File: config.mk
export PLATFORM = sky130hd
export DESIGN_NAME = mul8x8_seq_ctrl
export DESIGN_NICKNAME = d
export VERILOG_FILES = /design/src/rtl/mul8x8_seq_ctrl.sv
export SDC_FILE = /design/constraint.sdc
export NUM_CORES = 1
export LEC_CHECK = 0
export ABC_AREA = 1
export CAP_MARGIN = 20
export CORE_MARGIN = 2
export CORE_UTILIZATION = 35
export DETAILED_ROUTE_END_ITERATION = 8
export GPL_TIMING_DRIVEN = 1
export HOLD_SLACK_MARGIN = 0.06
export PLACE_DENSITY_LB_ADDON = 0.3
export SETUP_SLACK_MARGIN = 0.4
export SLEW_MARGIN = 30
export SYNTH_ARGS = -nofsm -noshare
export SYNTH_HDL_FRONTEND = slang
export SYNTH_SLANG_ARGS = --single-unit
File: constraint.sdc
create_clock -name clk -period 8.39 [get_ports clk]
set_clock_uncertainty 0.05 [all_clocks]
set_input_delay 0.839 -clock clk [delete_from_list [all_inputs] [get_ports clk]]
set_output_delay 0.839 -clock clk [all_outputs]
set_load 0.02 [all_outputs]
File: src/rtl/mul8x8_seq_ctrl.sv
// Unsigned 8x8 -> 16-bit multiplier that reuses one combinational 4x4 array
// core over four cycles, with valid/ready handshakes on operands and result.

module mul4x4 (
    input  logic [3:0] x,
    input  logic [3:0] y,
    output logic [7:0] p
);
    // NOTE: combinational logic uses blocking assignments and assigns a default first, so no latch is inferred.
    always_comb begin
        p = '0;
        for (int i = 0; i < 4; i++) begin
            if (y[i]) begin
                p = p + (8'(x) << i);
            end
        end
    end
endmodule

module mul8x8_seq_ctrl (
    input  logic        clk,
    input  logic        rst_n,
    input  logic        in_valid,
    output logic        in_ready,
    input  logic [7:0]  a,
    input  logic [7:0]  b,
    input  logic        abort,
    output logic        out_valid,
    input  logic        out_ready,
    output logic [15:0] product,
    output logic        busy
);
    typedef enum logic [1:0] {
        IDLE = 2'd0,
        MUL  = 2'd1,
        DONE = 2'd2
    } state_t;

    state_t      state;
    logic [1:0]  step;
    logic [7:0]  a_r;
    logic [7:0]  b_r;
    logic [15:0] acc;

    logic [3:0]  core_x;
    logic [3:0]  core_y;
    logic [7:0]  core_p;
    logic [15:0] pp_shifted;

    // step[0] selects the high nibble of a, step[1] the high nibble of b.
    assign core_x = step[0] ? a_r[7:4] : a_r[3:0];
    assign core_y = step[1] ? b_r[7:4] : b_r[3:0];

    mul4x4 u_core (
        .x (core_x),
        .y (core_y),
        .p (core_p)
    );

    always_comb begin
        pp_shifted = '0;
        case (step)
            2'd0:    pp_shifted = {8'h00, core_p};
            2'd1,
            2'd2:    pp_shifted = {4'h0, core_p, 4'h0};
            default: pp_shifted = {core_p, 8'h00};
        endcase
    end

    assign in_ready = rst_n && (state == IDLE);
    assign busy     = (state != IDLE);
    assign product  = acc;

    // NOTE: sequential state uses non-blocking assignments so every register samples pre-edge values.
    always_ff @(posedge clk or negedge rst_n) begin
        if (!rst_n) begin
            state     <= IDLE;
            step      <= 2'd0;
            a_r       <= 8'h00;
            b_r       <= 8'h00;
            acc       <= 16'h0000;
            out_valid <= 1'b0;
        end else if (abort) begin
            // Cancel wins over acceptance; an idle abort leaves the last result intact.
            if (state != IDLE) begin
                acc <= 16'h0000;
            end
            state     <= IDLE;
            step      <= 2'd0;
            out_valid <= 1'b0;
        end else begin
            case (state)
                IDLE: begin
                    if (in_valid) begin
                        a_r   <= a;
                        b_r   <= b;
                        acc   <= 16'h0000;
                        step  <= 2'd0;
                        state <= MUL;
                    end
                end
                MUL: begin
                    acc  <= acc + pp_shifted;
                    step <= step + 2'd1;
                    if (step == 2'd3) begin
                        state     <= DONE;
                        out_valid <= 1'b1;
                    end
                end
                DONE: begin
                    if (out_ready) begin
                        out_valid <= 1'b0;
                        state     <= IDLE;
                    end
                end
                default: begin
                    state     <= IDLE;
                    step      <= 2'd0;
                    out_valid <= 1'b0;
                end
            endcase
        end
    end
endmodule

# Word-level counts from Yosys, hierarchy flattened
# Cells that the tools add are included.
# W data, S select, Z words.
# totals
word_cells	57
latch_bits	0
ram_bits	0
mem_bits_ro	0
mem_count	0
register_bits	37
# op_classes
n_bitwise	1
n_shift	0
mul	0
n_lt_le_gt_ge	0
div_mod_pow	0
mux	23
eq_ne	11
addsub	5
reduce_logical	11
# op_table
operator	count
$pmux W16 S2	2
$mux W16	3
$mux W8	3
$add A16 B16 Y16	1
$mux W2	6
$mux W4	3
$pmux W2 S3	2
$reduce_and A3 Y1	4
$ne A3 B3 Y1 const B	3
$add A8 B5 Y8	1
$add A8 B6 Y8	1
$add A8 B7 Y8	1
$eq A2 B2 Y1 const B	3
$eq A2 B1 Y1 const B	2
$logic_not A2 Y1	2
$ne A2 B2 Y1 const B	2
$mux W1	3
$pmux W1 S3	1
$reduce_bool A3 Y1	1
$add A2 B1 Y2 const B	1
$ne A2 B1 Y1 const B	1
$reduce_and A2 Y1	1
$reduce_bool A2 Y1	1
$reduce_or A2 Y1	1
2 further kinds	2

# Depth between registers and ports, before layout
# Gate-level depths: netlist of run 1.
# depth
ltp_word	12
depth_mapped	49
mapped_depth_nobuf	48

# By module
# From an unflattened synthesis of run 1, not the netlist that was laid out.
# hier_totals
cells_unflattened	466
hier_area_um2	3305.7
# modules_own_cells
module	n_inst	seq_area_each_um2	cells_each	area_each_um2
mul8x8_seq_ctrl	1	925.9	367	2690.1
mul4x4	1	0.0	99	615.6

# Worst setup path after synthesis of run 1
# OpenSTA, ideal clock, no wires.
# synth_timing
path_type	reg2reg
from	register step[0]
to	register acc[14], in the netlist product[14]
setup_slack_ps	3685
required_ps	8214
n_path_buf	1
path_stages_with_launch	47
setup_time_ps	126
t_arrival_ps	4529
path_cell_list	dfrtp_1 > buf_6 > nand2_1 > nand2_4 > inv_2 > nor2_1 > ha_1 > ha_1 > inv_1 > nand2_2 > nand2_2 > nand3_2 > nand2_1 > nand2_2 > nand2_1 > inv_1 > ha_1 > inv_1 > (+11 left out) > nand2_1 > nand2_2 > o21ai_2 > ha_1 > a21oi_1 > o21ai_0 > a21oi_1 > nor2_1 > o21ai_0 > nand2_1 > a21oi_1 > o21bai_1 > nand2_1 > nand2_1 > a21oi_1 > nand2_1 > nand2_1 > o21ai_0
# synth_between
elab_chain_len	12
# synth_rtl
element	line	rtl
start: declaration	40	logic [1:0] step;
start signal: assignment	104	step <= step + 2'd1;
$mux W4	51	assign core_x = step[0] ? a_r[7:4] : a_r[3:0];
$mux W4	13	if (y[i]) begin
$add A8 B5 Y8	14	p = p + (8'(x) << i);
$mux W8	13	
$add A8 B6 Y8	14	
$mux W8	13	
$add A8 B7 Y8	14	
$mux W8	13	
$pmux W16 S2 (*)	62	case (step)
$add A16 B16 Y16 (*)	103	acc <= acc + pp_shifted;
$pmux W16 S2 (*)	92	case (state)
$mux W16 (*)	83	end else if (abort) begin
end signal: assignment	103	
end: declaration	43	logic [15:0] acc;
# Every way passes the cells marked *; elsewhere a longest branch is shown, timed or not.
# A chain may end at the register's enable or synchronous reset.

# Worst setup path after layout of run 1
# Ends and elaborated chain as after synthesis.

==> flow_summary.toml, run 1 <==
[global_route]
grt_pass1_wl_mm = 12.8
antenna_found_initial = 0
grt_max_degree = 39
grt_pass1_vias = 2781
grt.total_usage_pct = 16.2
grt_remaining_overflow = 0

[timing]
slew_headroom_pct = 45.7
final_max_slew_viol_count = 0
tns_ns = 0
fmax_mhz = 183
period_needed_ns = 5.46
hold_viol_final = 0
min_period_over_period_pct = 65.1
setup-violations-final = 0
rsz0062_at_grt = "no"
whs_ns = 0.444
tightest_slew_ns = 0.812

[drt]
wirelength_mm = 7.00
ant_nets = 0
drtIter0Drc = 93
first_pass_iters = 4
vias = 2674
wl_per_cell_um = 12.6
via_per_inst = 4.83
drc = 0

[yosys]
yosysSeqAreaShare_pct = 30.1
ys_seq_elements = 37
syn_avg_cell_area_um2 = 7.58
synth_top_area_share_pct = 30.1
synth_warnings = 0
synthDistinctLibCells = 42
postSynthCellCount = 405
synth.area.top_cells = "dfrtp_1 30%, ha_1 11%, nand2_1 11%, inv_1 6.8%, o21ai_0 4.7%"
synth_nets = 454
synth_area_um2 = 3070
post-synth-top-area-cell = "dfrtp_1"

[placement]
gp_congestion = 0.867
portBuffers = 39
postPlaceCellArea_um2 = 3560
hpwl_mm = 5.43

[critical_path]
cp-start-kind = "flop"
cpMostUsedCell = "nand2_1"
criticalPathCategory = "reg -> reg"
crit_path_max_incr_delay_ns = 0.62
worst_r2r_endpoint = "product[14]"
critPathArrivalTime_ns = 5.63
crit_start = "step[0]"
reg2reg_depth = 42
reg2reg_slack_ns = 2.93
r2r_start = "step[0]"
cp_max_fo = 9
crit_path_end_kind = "flop"
crit_path_top_delay_cell = "dfrtp_1"
crit_required_ns = 8.56

[clock_tree]
postCtsSetupRepairBufs = 0
numCtsBuffers = 5
clockRootBuffer = "clkbuf_8"
cts.htree.levels = 2
cts_tree = "built"
clock_sinks = 37
clk_pin_slew_ns = 0.09
clk_path_buf_depth = 2
holdBufCountCts = 0
cts_resized = 0
clk_latency_ns = 0.30

[floorplanning]
io_pins = 40
die_y_um = 97.7
core-area_um2 = 8640
dieArea_um2 = 9540
rows = 34
fp.dieW_um = 97.7
start_util_pct = 35.6

[finish]
fin_util_pct = 42.3
drive_above_1_share_pct = 15.0
syn_to_final_growth_pct = 18.8
n_antenna_cell = 0
most-common-layout-cells = "88 x nand2_1, 56 x inv_1, 38 x clkdlybuf4s50_1"
layout_commonest_cell = "nand2_1"
fin_area_um2 = 3650
nets = 494

[flow_run]
cap_violations = 0

[power]
leakagePower_nw = 1.81
p_per_area_nw_per_um2 = 336
vdd_drop_max_mv = 0.241

[outcome]
status = "finished, final reports clean"

[min_path]
hp-class = "in -> async"
## worst max-delay path by stage
stage             endpoint  depth (start not counted)
2_1_floorplan  product[14]                         46
3_3_place_gp   product[14]                         46
5_1_grt        product[14]                         42
3_5_place_dp   product[14]                         42
6_report       product[14]                         42
4_1_cts        product[14]                         42
## metrics by stage
stage	power [mW]	instances	setup WS (ns)
floorplan	0.896	405	3.68
global placement	1.08	546	3.07
detailed placement	1.09	546	3.00
CTS	1.23	554	2.96
global route	1.37	554	2.19
finish	1.23	554	2.93
## area by class of cell
| type | instances | area [um2] |
|---|---|---|
| Fill cell | 876 | 4990 |
| Multi-Input combinational cell | 301 | 1870 |
| Sequential cell | 37 | 926 |
| Timing Repair Buffer | 40 | 395 |
| Inverter | 60 | 233 |
| Tap cell | 108 | 135 |
| Clock buffer | 5 | 68.8 |
| Clock inverter | 3 | 21.3 |
## flip-flops by register name (all words and copies together), names as in the netlist
register	count
out_valid	1
b_r	8
state	2
product	16
step	2
a_r	8
## power breakdown
group          internal, mW  switching (mW)
combinational         0.322           0.506
clock                0.0591          0.0755
sequential            0.224          0.0393
## layer usage
layer	share of wire [%]	track usage, %	up-vias
met1	48	20.9	1220
met5	0	0	-
met4	2.1	6.20	0
li1	-	-	1406
met2	48	27.2	35
met3	2.2	2.52	13
## logic make-up after synthesis
group / count (synthesis) / synth area share, %
buffers and inverters: 67 / 8.96
xor gates and xnor gates: 4 / 1.39
AOI/OAI and AO/OA: 80 / 15.4
adders and majority gates: 28 / 11.6
and+or+nand+nor: 178 / 28.4
DFF: 37 / 30.1
muxes: 11 / 4.03
## critical path, delay by kind of cell (launching register included)
family	cells	cell delay [ns]
flip-flops	1	0.62
buffers and inverters	7	0.41
adder cells (fa/ha/maj)	5	1.18
AO/OA/AOI/OAI	8	1.12
AND/OR/NAND/NOR	22	2.00
## cell usage after synthesis
master and count:
a211oi_1 3, a21boi_0 1, a21o_1 1, a21oi_1 25, a22o_1 4, a31oi_1 2
a32o_1 1, and3b_1 1, buf_1 1, buf_2 1, buf_6 2, clkbuf_1 3
dfrtp_1 37, fa_1 1, ha_1 27, inv_1 56, inv_2 3, inv_8 1
mux2_2 11, nand2_1 88, nand2_2 19, nand2_4 6, nand2_8 1, nand3_1 16
nand3_2 8, nand3b_1 1, nand4_1 1, nor2_1 30, nor2_2 1, nor3_1 3
o2111ai_1 1, o21ai_0 29, o21ai_1 1, o21ai_2 2, o21ai_4 1, o21bai_1 2
o22ai_1 5, o31ai_1 2, or2_2 3, xnor2_1 2, xor2_1 1, xor2_2 1
Note: power is estimated with default switching activity, not from simulation.
==> run 2, diff against run 1 <==
- clock period: 8.39 -> 5.3 ns (I/O delays scaled with it)
==> run 2 against run 1 <==
Compared with the run above:
- critical path depth up 6
- count of clock-buffer cells in the layout grew 1
- clock power rose by 88%
- hold slack lost 0.31 ns
- maximum frequency is 9.3% higher
- combinational power rose to 2.9 times the previous value
- worst setup slack got worse by 2.6 ns
- cell count grew 9.6%
- largest power group unchanged
==> flow_summary.toml, run 2 (synthesis results as in run 1) <==
[timing]
tightest_slew_ns = 0.837
whs_ns = 0.138
fmax_mhz = 200
final_max_slew_viol_count = 0
period_needed_ns = 5.00
slew_headroom_pct = 43.8
min_period_over_period_pct = 94.3
hold_viol_final = 0
setup-violations-final = 0
rsz0062_at_grt = "yes"

[critical_path]
r2r_start = "step[0]"
reg2reg_depth = 48
cp_num_buf_inv = 10
crit_path_end_kind = "flop"
cp.depth = 48
cp_top_family = "simple AND/OR/NAND/NOR gates"
crit_start = "step[0]"
crit_required_ns = 5.44
worst_r2r_endpoint = "product[14]"
cp-start-kind = "flop"
criticalPathCategory = "reg -> reg"
crit_path_top_delay_cell = "dfrtp_2"
cp_max_fo = 6
cpMostUsedCell = "nand2_2"
crit_end = "product[14]"
critPathArrivalTime_ns = 5.13
crit_path_max_incr_delay_ns = 0.50
reg2reg_slack_ns = 0.30

[drt]
drtIter0Drc = 150
vias = 3096
wirelength_mm = 9.03
wl_per_cell_um = 14.9
first_pass_iters = 6
drc = 0
ant_nets = 0
via_per_inst = 5.10

[floorplanning]
start_util_pct = 35.6
io_pins = 40
dieArea_um2 = 9540
fp.dieW_um = 97.7
core-area_um2 = 8640
die_y_um = 97.7
rows = 34

[finish]
most-common-layout-cells = "72 x nand2_1, 51 x buf_4, 44 x inv_1"
multi_input_area_um2 = 2350
layout_commonest_cell = "nand2_1"
fin_area_um2 = 4570
nets = 547
syn_to_final_growth_pct = 48.8
drive_above_1_share_pct = 38.5
fill_cells = 746
n_antenna_cell = 0
seqCellArea_um2 = 928
largest_reg_flops = 16

[global_route]
grt_pass1_vias = 3001
grt_max_degree = 39
antenna_found_initial = 0
grt_remaining_overflow = 0
grt_pass1_wl_mm = 13.5
grt.total_usage_pct = 17.1

[power]
leakagePower_nw = 2.15
p_per_area_nw_per_um2 = 664
vdd_drop_max_mv = 0.557

[clock_tree]
clk_latency_ns = 0.30
cts_tree = "built"
clk_pin_slew_ns = 0.08
holdBufCountCts = 0
clockRootBuffer = "clkbuf_8"
clk_path_buf_depth = 2
numCtsBuffers = 5
clock_sinks = 37
cts.htree.levels = 2

[placement]
postPlaceCellArea_um2 = 3600
portBuffers = 39
gp_congestion = 0.837
hpwl_mm = 5.36

[min_path]
hp-class = "in -> async"

[flow_run]
cap_violations = 0

[outcome]
status = "finished, final reports clean"
==> run 2: changes by cell type in the layout (fill, tap and decap cells not counted), moves of 10 or more <==
| cell | change |
|---|---|
| inv_2 | +10 |
| ha_4 | +12 |
| inv_1 | -12 |
| ha_1 | -13 |
| buf_4 | +49 |
| nand2_1 | -16 |
| o21ai_0 | -10 |
==> run 2: final cells by class <==
class                   instances  area share (%)
multi-input cells             301            51.4
flip-flops and latches         37            20.3
repair buffers                 93            17.7
inverters                      60            5.20
well taps                     108            2.96
clock buffers                   6            1.59
clock inverters                 2           0.848
==> run 2: routing by layer <==
| layer | track usage (%) | up-vias | share of wire (%) |
|---|---|---|---|
| met3 | 2.45 | 23 | 3.0 |
| met1 | 21.8 | 1492 | 43 |
| li1 | - | 1513 | - |
| met2 | 29.8 | 68 | 52 |
| met4 | 5.66 | 0 | 2.5 |
| met5 | 0 | - | 0 |
==> run 2: power by group <==
group	total, mW	leakage [nW]	internal (mW)	switching (mW)
clock	0.254	0.0554	0.141	0.112
combinational	2.36	1.63	1.08	1.28
sequential	0.427	0.467	0.355	0.0722
total	3.04	2.15	1.58	1.46
==> run 2: how the worst min path moves through the flow <==
stage                             to  startpoint  slack (ns)
after floorplan               a_r[0]       rst_n        0.18
after global placement        b_r[2]      b_r[2]        0.45
after detailed placement      b_r[7]      b_r[7]        0.45
after CTS                   state[1]       rst_n        0.33
after global routing        state[1]       rst_n        0.19
final                     product[5]       rst_n        0.14
==> run 2: stage by stage <==
step	util, %	setup TNS (ns)	std cells	setup slack [ns]	power, mW
detailed placement	41.7	-0.0125	552	-0.0125	1.78
global placement	41.7	0	552	0.0511	1.76
CTS	47.8	0	589	0.403	2.43
floorplan	-	0	405	0.595	1.42
finish	52.9	0	607	0.304	3.04
global route	52.9	-0.0778	607	-0.0778	3.25
==> run 2: repair_timing <==
| item | 4_1_cts | 5_1_grt |
|---|---|---|
| setup endpoints to repair | 4 | 8 |
| endpoints found under the hold margin | 0 | 0 |
| setup buffers | 29 | 18 |
| gates resized for setup | 47 | 70 |
| pin swaps | 39 | 49 |
==> run 3, diff against run 2 <==
- CTS_CLUSTER_SIZE: default -> 20
==> results of run 3 <==
No change in the layout: final DEF, timing and power equal those of run 2.
